$ cat src/rtl/except_pkg.sv
// Shared types for the exception flush sequencer.
// ExcCode values used by the exception unit and CP0.
package except_pkg;

    localparam int DRAIN_TIMEOUT_DEFAULT = 64;

    localparam logic [4:0] EXC_INT  = 5'h00;
    localparam logic [4:0] EXC_ADEL = 5'h04;
    localparam logic [4:0] EXC_ADES = 5'h05;
    localparam logic [4:0] EXC_SYS  = 5'h08;
    localparam logic [4:0] EXC_BP   = 5'h09;
    localparam logic [4:0] EXC_RI   = 5'h0a;
    localparam logic [4:0] EXC_OV   = 5'h0c;

    typedef enum logic [1:0] {
        ST_IDLE,
        ST_DRAIN,
        ST_COMMIT,
        ST_REDIRECT
    } flush_state_t;

    typedef struct packed {
        logic        eret;
        logic [4:0]  code;
        logic [31:0] pc;
        logic        delayslot;
        logic [31:0] vec;
    } except_latch_t;

endpackage

$ cat src/rtl/except_flush_ctrl.sv
// Exception/ERET flush sequencer: squash, drain data bus,
// commit to CP0, then redirect fetch.
module except_flush_ctrl
    import except_pkg::*;
#(
    parameter int DRAIN_TIMEOUT = DRAIN_TIMEOUT_DEFAULT,
    parameter int PEND_W        = 4
) (
    input  logic              clk,
    input  logic              rst_n,
    input  logic              except_valid,
    input  logic              except_eret,
    input  logic [4:0]        except_code,
    input  logic [31:0]       except_pc,
    input  logic              except_delayslot,
    input  logic [31:0]       except_vec,
    input  logic [PEND_W-1:0] dbus_pending,
    output logic              flush,
    output logic              hold_issue,
    output logic              cp0_commit_valid,
    output logic              cp0_commit_eret,
    output logic [4:0]        cp0_commit_code,
    output logic [31:0]       cp0_commit_epc,
    output logic              cp0_commit_bd,
    output logic              redirect_valid,
    output logic [31:0]       redirect_pc,
    input  logic              redirect_ready,
    output logic              drain_timeout,
    output logic              busy
);

    localparam int CNT_W = (DRAIN_TIMEOUT > 1) ? $clog2(DRAIN_TIMEOUT) : 1;
    localparam logic [CNT_W-1:0] CNT_LAST = CNT_W'(DRAIN_TIMEOUT - 1);

    flush_state_t  state;
    flush_state_t  state_nxt;
    except_latch_t lat;
    logic [CNT_W-1:0] cnt;
    logic          to_q;
    logic          accept;
    logic          pend_zero;
    logic          to_hit;
    logic          redir_done;
    logic          commit_exc;

    assign accept     = (state == ST_IDLE) && except_valid;
    assign pend_zero  = (dbus_pending == '0);
    assign to_hit     = (state == ST_DRAIN) && !pend_zero && (cnt == CNT_LAST);
    assign redir_done = (state == ST_REDIRECT) && redirect_ready;

    always_ff @(posedge clk or negedge rst_n) begin
        if (!rst_n) begin
            state <= ST_IDLE;
        end else begin
            state <= state_nxt;
        end
    end

    always_comb begin
        state_nxt = state;
        unique case (state)
            ST_IDLE:     if (except_valid) state_nxt = pend_zero ? ST_COMMIT : ST_DRAIN;
            ST_DRAIN:    if (pend_zero || to_hit) state_nxt = ST_COMMIT;
            ST_COMMIT:   state_nxt = ST_REDIRECT;
            ST_REDIRECT: if (redirect_ready) state_nxt = ST_IDLE;
            default:     state_nxt = ST_IDLE;
        endcase
    end

    // Request fields are captured once; later requests are blocked by hold_issue.
    always_ff @(posedge clk or negedge rst_n) begin
        if (!rst_n) begin
            lat  <= '0;
            cnt  <= '0;
            to_q <= 1'b0;
        end else begin
            to_q <= to_hit;
            if (accept) begin
                lat <= '{eret:      except_eret,
                         code:      except_code,
                         pc:        except_pc,
                         delayslot: except_delayslot,
                         vec:       except_vec};
            end
            if (state == ST_DRAIN) begin
                cnt <= cnt + 1'b1;
            end else if (redir_done) begin
                cnt <= '0;
            end
        end
    end

    assign commit_exc = (state == ST_COMMIT) && !lat.eret;

    always_comb begin
        flush            = accept;
        busy             = (state != ST_IDLE);
        hold_issue       = (state != ST_IDLE);
        cp0_commit_valid = (state == ST_COMMIT);
        cp0_commit_eret  = (state == ST_COMMIT) && lat.eret;
        cp0_commit_code  = '0;
        cp0_commit_epc   = '0;
        cp0_commit_bd    = 1'b0;
        redirect_valid   = (state == ST_REDIRECT);
        redirect_pc      = '0;
        drain_timeout    = to_q;
        if (commit_exc) begin
            cp0_commit_code = lat.code;
            cp0_commit_epc  = lat.delayslot ? (lat.pc - 32'd4) : lat.pc;
            cp0_commit_bd   = lat.delayslot;
        end
        if (state == ST_REDIRECT) begin
            redirect_pc = lat.vec;
        end
    end

endmodule

$ cat config.mk
export PLATFORM = sky130hd
export DESIGN_NAME = except_flush_ctrl
export DESIGN_NICKNAME = d
export VERILOG_FILES = /design/src/rtl/except_pkg.sv /design/src/rtl/except_flush_ctrl.sv
export SDC_FILE = /design/constraint.sdc
export NUM_CORES = 1
export LEC_CHECK = 0
export CAP_MARGIN = 20
export CORE_MARGIN = 2
export CORE_UTILIZATION = 48
export CTS_CLUSTER_DIAMETER = 60
export CTS_CLUSTER_SIZE = 30
export DETAILED_ROUTE_END_ITERATION = 16
export GPL_TIMING_DRIVEN = 0
export PLACE_DENSITY = 0.89
export SLEW_MARGIN = 5
export SYNTH_ARGS = -nofsm -noshare
export SYNTH_HDL_FRONTEND = slang
export SYNTH_SLANG_ARGS = --single-unit
$ cat constraint.sdc
create_clock -name clk -period 7.9 [get_ports clk]
set_clock_uncertainty 0.15 [all_clocks]
set_input_delay 1.58 -clock clk [delete_from_list [all_inputs] [get_ports clk]]
set_output_delay 1.58 -clock clk [all_outputs]
set_load 0.05 [all_outputs]
### After elaboration in Yosys (flattened, before gate mapping)

Cells that the tools add are included.

* register bits: 80
* bits in latches: 0
* bits in writable memories: 0
* memory bits (read-only): 0
* output and inout port bits: 77
* memories kept: 0

* add/sub/neg operators: 2
* $mul: 0
* div/mod/pow operators: 0
* order comparisons: 0
* equal/unequal tests: 7
* shift-type cells: 0
* mux-type cells: 12
* bitwise operators: 0
* reduce and logical (&&, ||, !) cells: 14

Operator list (number)
* two-way mux 32 bit: 3
* subtractor 32 x 3 -> 32 bit (second input constant): 1
* two-way mux 6 bit: 2
* two-way mux 2 bit: 4
* case mux 2 bit (4 select lines): 1
* adder 6 x 1 -> 6 bit (second input constant): 1
* equality test 6 bit (second input constant): 1
* logical AND 1 bit: 6
* two-way mux 5 bit: 1
* equality test 2 bit (second input constant): 2
* zero test 4 bit: 1
* != test 2 bit (second input constant): 2
* nonzero test 2 bit: 2
* AND reduction 3 bit: 1
* equality test 2 x 1 -> 1 bit (second input constant): 1
* zero test 1 bit: 2
* zero test 2 bit: 1
* != test 2 x 1 -> 1 bit (second input constant): 1
* logical OR 1 bit: 1
* two-way mux 1 bit: 1

### Logic depth before layout (Yosys ltp)

Gate-level depths: netlist of run 1.

* depth in word-level cells: 7
* gate-level depth with buffers: 7
* gate-level depth less buffers: 6

### Worst setup path after synthesis of run 1

No wires, ideal clock.

* path kind: flip-flop to output port
* start: reg lat[41] (netlist name)
* end: out cp0_commit_epc[22]
* data arrival time: 2.681 ns
* required time: 6.170 ns
* setup slack: 3.489 ns
* cell stages (with the launch flop): 6
* cells stage by stage: dfrtp_1 > or4_4 > or3_4 > buf_4 > nor4_1 > mux2i_1

* longest elaborated chain between the ends: 3

Ends and longest elaborated chain
* start: declaration: line except_flush_ctrl.sv:37 `except_latch_t lat;`
* start signal: assignment: line except_flush_ctrl.sv:79 `lat <= '{eret: except_eret,`
* subtractor 32 x 3 -> 32 bit: line except_flush_ctrl.sv:109 `cp0_commit_epc = lat.delayslot ? (lat.pc - 32'd4) : lat.pc;`
* two-way mux 32 bit: line except_flush_ctrl.sv:109
* two-way mux 32 bit: line except_flush_ctrl.sv:107 `if (commit_exc) begin`
* end: declaration: line except_flush_ctrl.sv:23 `output logic [31:0] cp0_commit_epc,`

No other way between the ends.

### Worst setup path in the final report of run 1

* start: in except_valid
* end: out flush

* longest elaborated chain between the ends: 1

Ends and longest elaborated chain
* start: declaration: line except_flush_ctrl.sv:11 `input logic except_valid,`
* logical AND 1 bit: line except_flush_ctrl.sv:46 `assign accept = (state == ST_IDLE) && except_valid;`
* end: declaration: line except_flush_ctrl.sv:18 `output logic flush,`

No other way between the ends.

==> results of run 1 <==
[final timing paths]
| check | cells past startpoint | slack [ns] | endpoint |
|---|---|---|---|
| setup / recovery | 5 | 2.41 | flush |
| hold / removal | 1 | 0.36 | lat[66] |
| setup reg to reg | 6 | 5.51 | lat[44] |
| hold reg to reg | 1 | 0.36 | lat[66] |
| max in group asynchronous | 2 | 6.00 | lat[43] |
| min in group asynchronous | 1 | 1.02 | lat[8] |
[per-stage QoR]
| step | instance area (um2) | setup WS, ns | utilization |
|---|---|---|---|
| floorplan | 4200 | 3.49 | - |
| CTS | 6120 | 2.41 | 0.713 |
| global placement | 5890 | 2.35 | 0.685 |
| finish | 6120 | 2.41 | 0.713 |
| detailed placement | 5910 | 2.39 | 0.688 |
| global route | 6120 | 2.30 | 0.713 |
[Yosys cell counts, drive strengths merged]
library cell / count
nand4bb: 1
or4: 9
dfrtp: 80
or3: 6
ha: 7
clkbuf: 18
o31ai: 6
nor2: 17
and3: 2
nand4: 3
nand2b: 5
inv: 12
nor2b: 1
a211oi: 1
o221ai: 1
mux2: 65
a22o: 5
a21oi: 14
o21ai: 16
nand2: 24
mux2i: 6
and4: 1
nor4: 10
a41o: 1
nor4b: 2
nor3: 6
nand3: 5
and2: 42
xnor2: 9
nand3b: 1
xor2: 5
a311oi: 1
nand4b: 1
buf: 4
[sequential cells by signal, summed over array words and instances, names as in the netlist]
| signal | cells |
|---|---|
| state | 2 |
| lat | 71 |
| cnt | 6 |
| drain_timeout | 1 |
[per-layer routing]
layer | track usage | up-vias
li1 | - | 1690
met1 | 0.274 | 1721
met2 | 0.425 | 124
met3 | 0.0849 | 10
met4 | 0.0737 | 0
met5 | 0 | -
[area by class of cell]
cell class              count  area (um2)
fillers                   654        2470
multi-input cells         273        2060
flip-flops and latches     80        2000
repair buffers            156        1580
well taps                 108         135
clock buffers              11         131
plain buffers              22        92.6
clock inverters             5        81.3
inverters                  12        45.0
[kinds of logic (layout without fill, tap and decap cells)]
family | Yosys count | after routing
AOI/OAI and AO/OA | 45 | 45
xor gates and xnor gates | 14 | 14
adders and majority gates | 7 | 7
buffers and inverters | 34 | 206
DFF | 80 | 80
muxes | 71 | 71
and+or+nand+nor | 136 | 136
[where the power goes]
group | internal [mW] | total [mW] | switching (mW) | leakage (nW)
logic | 0.515 | 1.21 | 0.691 | 1.33
clock network | 0.178 | 0.327 | 0.149 | 0.104
registers | 0.612 | 0.776 | 0.163 | 0.958
total | 1.31 | 2.31 | 1.00 | 2.39
[worst reg2reg max path, cell delays in order, from the launching register on]
cell and delay, ns:
dfrtp_1 0.42, inv_1 0.13, ha_1 0.18, and2_1 0.12, clkbuf_1 0.33, clkbuf_1 0.55
mux2_2 0.41
==> impl_metrics.tcl, run 1 <==
set metrics [dict create \
    status "completed" \
    vias 3545 \
    die-area_um2 9510 \
    wl_per_cell_um 16.5 \
    met2_length_um 5710 \
    slew_viol_final 0 \
    finalWirelength_um 11000 \
    drc 0 \
    cp_top_family "buffers and inverters" \
    cp_cell_sequence "clkdlybuf4s50_1, and2_1, clkbuf_1, clkbuf_1, clkdlybuf4s50_1" \
    crit_slowest_cell "clkdlybuf4s50_1" \
    cts-resized-gates 0 \
    top_layer "met4" \
    p_per_area_nw_per_um2 377 \
    synth_mux_area_frac 0.189 \
    hold_class "flip-flop to flip-flop" \
    fin_cells 667 \
    cts.path.max_buffers 2 \
    clk_latency_ns 0.34 \
    grt-ovfl-total 0 \
    final_hold_viol_count 0 \
    htree_num_levels 3 \
    fp-row-count 34 \
    synth_top_family_by_area "multiplexers" \
    grt_max_degree 49 \
    end_kind "primary output" \
    worst_path_largest_cell_delay_ns 0.89 \
    drtPass1Iterations 4 \
    tightest_slew_ns 0.740 \
    dp.cells 651 \
    rsz0062_at_grt "false" \
    root_buffer "clkbuf_8" \
    wl_met1_um 4200 \
    synth.area.top_cells "dfrtp_1 (48%), mux2_2 (17%), and2_1 (6.3%)" \
    max_slew_margin 0.502 \
    max-vdd-ir-drop_mv 0.235 \
    yosys.area_share.simple 0.187 \
    synth_nets 473 \
    yosys_register_bits 80 \
    wl_met3_um 984 \
    regToRegStartpoint "state[1]" \
    finalCriticalPeriod_ns 5.49 \
    worstPathRequired_ns 6.17 \
    first_global_vias 3778 \
    maxCapViolCount 0 \
    syn-mean-instance-area_um2 10.9 \
    yosysWarnings 0 \
    setup_viol 0 \
    syn-instance-count 387 \
    fp.dieH_um 97.5 \
    synth_compound_area_frac 0.0653 \
    layout_commonest_cell "clkdlybuf4s50_1" \
    worst-endpoint-arrival_ns 3.76 \
    grt_pass1_wl_um 18400 \
    antenna_found_initial 0 \
    cp.buffers_inverters 4 \
    crit_path_max_fanout 10 \
    syn_to_final_growth_pct 45.8 \
    netlist_area_um2 4200 \
    drive_above_1_share 0.159 \
    final_cell_mix "clkdlybuf4s50_1 (154), dfrtp_1 (80), mux2_2 (65), and2_1 (42), nand2_1 (24)" \
    postCtsSetupRepairBufs 0 \
    port_buffers 155 \
    synthAdderAreaFrac 0.0209 \
    avgViaCountPerCell 5.31 \
    crit_path_start "except_valid" \
    nNetsFinal 640 \
    coreArea_um2 8590 \
    ys_seq_area_frac 0.477 \
    start_util 0.489 \
    io_pins 156 \
    tritoncts "done" \
    cts_buffers 9 \
    drt_iter0_markers 135 \
    netlist.area_leader.share 0.477 \
    die_w_um 97.5 \
    synthXorXnorAreaFrac 0.0292 \
    path_class "input port to primary output" \
    synth.distinct_cells 39 \
    power_leakage_nw 2.39 \
    antennaDiodeCount 0 \
    dp_hpwl_um 8420 \
    gp_congestion 0.862 \
    path_clk_slew_ns 0.08 \
    holdBufCountCts 0 \
    synth_area_leader_cell "dfrtp_1" \
    fmax_mhz 182 \
    finalPower_mw 2.31 \
    worstHoldStart "lat[66]" \
    clock-sinks 80 \
    postRouteAntennaNets 0 \
    fin_crit_sh 0.695 \
    cp-start-kind "input port" \
    grtUsageTotal 0.241 \
    holdWs_ns 0.355 \
    tns_ns 0 \
]
Power figures use the tool's default switching activity.
==> run 2, diff against run 1 <==
- CORE_UTILIZATION: 48 -> 40
- PLACE_DENSITY: 0.89 -> 0.79
- clock period: 7.9 -> 4.9 ns (I/O delays scaled with it)
==> run 2 against run 1 <==
Net effect: first-iteration DRC count grew 21%; worst hold slack lost 0.00060 ns; count of clock-buffer cells in the layout stayed put; critical path depth rose by 1; core utilization is 11 points lower; total power up 64%; routed wire length grew 1.4%; clock power grew 80%; setup slack worse by 2.1 ns; cell count grew 4.2%; critical path type is now flip-flop to primary output; highest routed layer unchanged.
==> impl_metrics.tcl, run 2 (synthesis results as in run 1) <==
set metrics [dict create \
    status "completed" \
    rrSetupSlack_ns 2.50 \
    path_class "flip-flop to primary output" \
    path_clk_slew_ns 0.09 \
    die-area_um2 11300 \
    crit_path_max_fanout 10 \
    gp_congestion 0.819 \
    fin_crit_sh 0.936 \
    io_pins 156 \
    drt_iter0_markers 164 \
    tritoncts "done" \
    cts_buffers 9 \
    clk_latency_ns 0.34 \
    multi_input_area_um2 2070 \
    p_per_area_nw_per_um2 612 \
    htree_num_levels 3 \
    worstPathRequired_ns 3.77 \
    fp-row-count 37 \
    cts.path.max_buffers 2 \
    finalWirelength_um 11100 \
    drive_above_1_share 0.161 \
    holdBufCountCts 0 \
    worst_path_largest_cell_delay_ns 0.83 \
    p_sw_mw 1.63 \
    fmax_mhz 218 \
    rsz0062_at_grt "false" \
    regMostFlops "lat" \
    postRouteAntennaNets 0 \
    start_util 0.409 \
    crit_slowest_cell "clkdlybuf4s50_1" \
    grt_max_degree 42 \
    r2r_cells 6 \
    pwr-share-comb 0.514 \
    switching_share 0.430 \
    seqPwrFrac 0.331 \
    postCtsSetupRepairBufs 0 \
    final_hold_viol_count 0 \
    root_buffer "clkbuf_8" \
    syn_to_final_growth_pct 47.2 \
    antennaDiodeCount 0 \
    setup_viol 0 \
    first_global_vias 3717 \
    hold_class "flip-flop to flip-flop" \
    coreArea_um2 10300 \
    layout_commonest_cell "clkdlybuf4s50_1" \
    maxCapViolCount 0 \
    final_cell_mix "clkdlybuf4s50_1 (154), dfrtp_1 (80), mux2_2 (65), and2_1 (42), nand2_1 (24)" \
    slew_viol_final 0 \
    n_fill_cell 874 \
    worst-endpoint-arrival_ns 3.45 \
    max_slew_margin 0.528 \
    power_leakage_nw 2.39 \
    cp_cell_sequence "buf_2, nor4b_2, nand3_1, or4_1, a21oi_1, clkdlybuf4s50_1" \
    tightest_slew_ns 0.705 \
    register_area_um2 2000 \
    cp-start-kind "flip-flop" \
    reg_top3 "lat x71, cnt x6, state x2" \
    drc 0 \
    cp.buffers_inverters 2 \
    cp.depth 6 \
    hold_depth 1 \
    max-vdd-ir-drop_mv 0.357 \
    dp_hpwl_um 8450 \
    grtUsageTotal 0.204 \
    cp_top_family "simple AND/OR/NAND/NOR gates" \
    final_core_utilization 0.601 \
    finalCriticalPeriod_ns 4.58 \
    vias 3515 \
    port_buffers 155 \
    p_clk_frac 0.155 \
    clock-sinks 80 \
    tns_ns 0 \
    antenna_found_initial 0 \
    nNetsFinal 640 \
    end_kind "primary output" \
    grt-ovfl-total 0 \
    wl_per_cell_um 16.0 \
    drtPass1Iterations 4 \
    intPower_mw 2.16 \
    grt_pass1_wl_um 18300 \
    fp.dieH_um 106 \
    cts-resized-gates 0 \
    avgViaCountPerCell 5.06 \
    die_w_um 106 \
    largest_reg_flops 71 \
]
[run 2: changes by cell type in the layout (fill, tap and decap cells not counted), sizes merged]
cell,delta
clkinvlp,+1
clkinv,-2
bufinv,+1
[run 2: stage by stage]
step                area [um2]  total power [mW]  hold slack [ns]  std cells  setup slack (ns)
detailed placement        5940              3.21            0.339        679             0.498
floorplan                 4200              2.58            0.322        387              1.09
finish                    6180              3.79            0.355        695             0.315
global route              6180              4.03            0.370        695            0.0698
CTS                       6170              3.81            0.358        695             0.246
global placement          5920              3.14            0.331        678            -0.125
[run 2: path summary, 6_finish.rpt]
kind                                      end     start
hold / removal                        lat[12]   lat[12]
hold reg to reg                       lat[12]   lat[12]
setup reg to reg                      lat[42]  state[0]
setup / recovery           cp0_commit_epc[21]   lat[32]
max in group asynchronous             lat[57]     rst_n
min in group asynchronous             lat[16]     rst_n
[run 2: layout make-up]
class,count,share of cell area
Multi-Input combinational cell,273,0.334
Sequential cell,80,0.324
Timing Repair Buffer,156,0.254
Tap cell,136,0.0275
Clock buffer,11,0.0213
Clock inverter,5,0.0170
Buffer,22,0.0150
Inverter,12,0.00729
[run 2: power groups by stage]
| stage | Sequential (mW) | Clock [mW] | Combinational [mW] |
|---|---|---|---|
| after CTS | 1.25 | 0.595 | 1.96 |
| final | 1.25 | 0.587 | 1.95 |
| after global routing | 1.30 | 0.632 | 2.09 |
| after global placement | 1.23 | 0 | 1.91 |
| after detailed placement | 1.26 | 0 | 1.95 |
| after floorplan | 1.18 | 0 | 1.41 |
[run 2: per-layer routing]
metal  wire [um]  up-vias  GRT usage
met5           0        -          0
met2        5790      117      0.362
li1            -     1689          -
met1        4530     1699      0.245
met4         126        0     0.0510
met3         699       10     0.0576
==> run 3, diff against run 2 <==
- MAX_ROUTING_LAYER: not set -> met4
- SKIP_CTS_REPAIR_TIMING: not set -> 1
==> run 3 against run 2 <==
Net effect: first-iteration DRC count down 3.7%; global-route usage up 0.55 points; die area did not move; count of clock-buffer cells in the layout stayed put; core utilization unchanged; worst hold slack is essentially flat; sequential power about the same; clock power is essentially flat; critical path depth unchanged; setup slack lost 0.016 ns; cell count unchanged; critical endpoint unchanged; highest routed layer unchanged.
==> impl_metrics.tcl, run 3 (synthesis results as in run 1) <==
set metrics [dict create \
    final_cell_mix "clkdlybuf4s50_1 (154), dfrtp_1 (80), mux2_2 (65), and2_1 (42), nand2_1 (24)" \
    finalWirelength_um 11200 \
    wl_per_cell_um 16.1 \
    nNetsFinal 640 \
    end_kind "primary output" \
    drtPass1Iterations 4 \
    clk_latency_ns 0.34 \
    slew_viol_final 0 \
    tritoncts "done" \
    drive_above_1_share 0.161 \
    cp_cell_sequence "buf_2, nor4b_2, nand3_1, or4_1, a21oi_1, clkdlybuf4s50_1" \
    finalPower_mw 3.79 \
    avgViaCountPerCell 5.07 \
    largest_reg_flops 71 \
    crit_slowest_cell "clkdlybuf4s50_1" \
    syn_to_final_growth_pct 47.2 \
    switching_share 0.431 \
    fmax_mhz 217 \
    worstPathRequired_ns 3.77 \
    fp.dieH_um 106 \
    die-area_um2 11300 \
    worst_path_largest_cell_delay_ns 0.83 \
    layout_setup_ws_ns 0.299 \
    max-vdd-ir-drop_mv 0.357 \
    worst-endpoint-arrival_ns 3.47 \
    cts.path.max_buffers 2 \
    start_util 0.409 \
    postRouteAntennaNets 0 \
    layout_commonest_cell "clkdlybuf4s50_1" \
    drt_iter0_markers 158 \
    grt-ovfl-total 0 \
    setup_viol 0 \
    drc 0 \
    crit_path_max_fanout 10 \
    cp-start-kind "flip-flop" \
    dp_hpwl_um 8450 \
    maxCapViolCount 0 \
    regMostFlops "lat" \
    reg_top3 "lat x71, cnt x6, state x2" \
    p_clk_frac 0.155 \
    hold_class "flip-flop to flip-flop" \
    gp_congestion 0.832 \
    die_w_um 106 \
    io_pins 156 \
    pre_cts_slack_ns 0.498 \
    root_buffer "clkbuf_8" \
    final_hold_viol_count 0 \
    port_buffers 155 \
    intPower_mw 2.16 \
    grtUsageTotal 0.210 \
    fp-row-count 37 \
    htree_num_levels 3 \
    tns_ns 0 \
    status "completed" \
    seqPwrFrac 0.330 \
    power_leakage_nw 2.39 \
    grt_max_degree 42 \
    path_class "flip-flop to primary output" \
    finalCriticalPeriod_ns 4.60 \
    pwr-share-comb 0.514 \
    path_clk_slew_ns 0.09 \
    vias 3521 \
    first_global_vias 3721 \
    antenna_found_initial 0 \
    grt_pass1_wl_um 18200 \
    p_per_area_nw_per_um2 613 \
    max_slew_margin 0.522 \
    final_core_utilization 0.601 \
    cts_buffers 9 \
    p_sw_mw 1.63 \
    rsz0062_at_grt "false" \
    tightest_slew_ns 0.715 \
    antennaDiodeCount 0 \
    clock-sinks 80 \
    fin_crit_sh 0.939 \
    coreArea_um2 10300 \
]
==> run 3: layout make-up <==
| cell class | instances | area (um2) |
|---|---|---|
| Fill cell | 874 | 4100 |
| Clock buffer | 11 | 131 |
| Tap cell | 136 | 170 |
| Clock inverter | 5 | 105 |
| Timing Repair Buffer | 156 | 1570 |
| Inverter | 12 | 45.0 |
| Buffer | 22 | 92.6 |
| Multi-Input combinational cell | 273 | 2070 |
| Sequential cell | 80 | 2000 |
==> run 3: worst max-delay path, delay by kind of cell (launching register included) <==
kind,cells,cell delay [ns]
and+or+nand+nor,3,1.61
buffers and inverters,2,1.01
DFF,1,0.33
AOI/OAI and AO/OA,1,0.18
==> run 3: metrics by stage <==
stage,area (um2),hold WS (ns),std cells
2_1_floorplan,4200,0.322,387
3_3_place_gp,5920,0.331,678
3_5_place_dp,5940,0.339,679
4_1_cts,6170,0.358,695
5_1_grt,6180,0.370,695
6_report,6180,0.355,695
==> run 3: path summary, 6_finish.rpt <==
| path | startpoint | endpoint | slack [ns] | cells after the start |
|---|---|---|---|---|
| min in group asynchronous | rst_n | lat[16] | 0.46 | 1 |
| setup reg to reg | state[0] | lat[42] | 2.48 | 6 |
| hold / removal | lat[12] | lat[12] | 0.35 | 1 |
| setup / recovery | lat[32] | cp0_commit_epc[21] | 0.30 | 6 |
| max in group asynchronous | rst_n | lat[57] | 3.53 | 2 |
| hold reg to reg | lat[12] | lat[12] | 0.35 | 1 |
==> run 3: routing by layer <==
metal  GRT usage  up-vias  share of wire
li1            -     1686              -
met2       0.362      115           0.52
met5           -        -              0
met4      0.0510        0          0.012
met3      0.0454       13          0.054
met1       0.252     1707           0.41
==> run 3: power by group through the flow <==
stage / registers, mW / clock network [mW] / logic [mW]
after floorplan: 1.18 / 0 / 1.41
after global placement: 1.23 / 0 / 1.91
after detailed placement: 1.26 / 0 / 1.95
after CTS: 1.25 / 0.595 / 1.96
after global routing: 1.30 / 0.632 / 2.09
final: 1.25 / 0.588 / 1.95
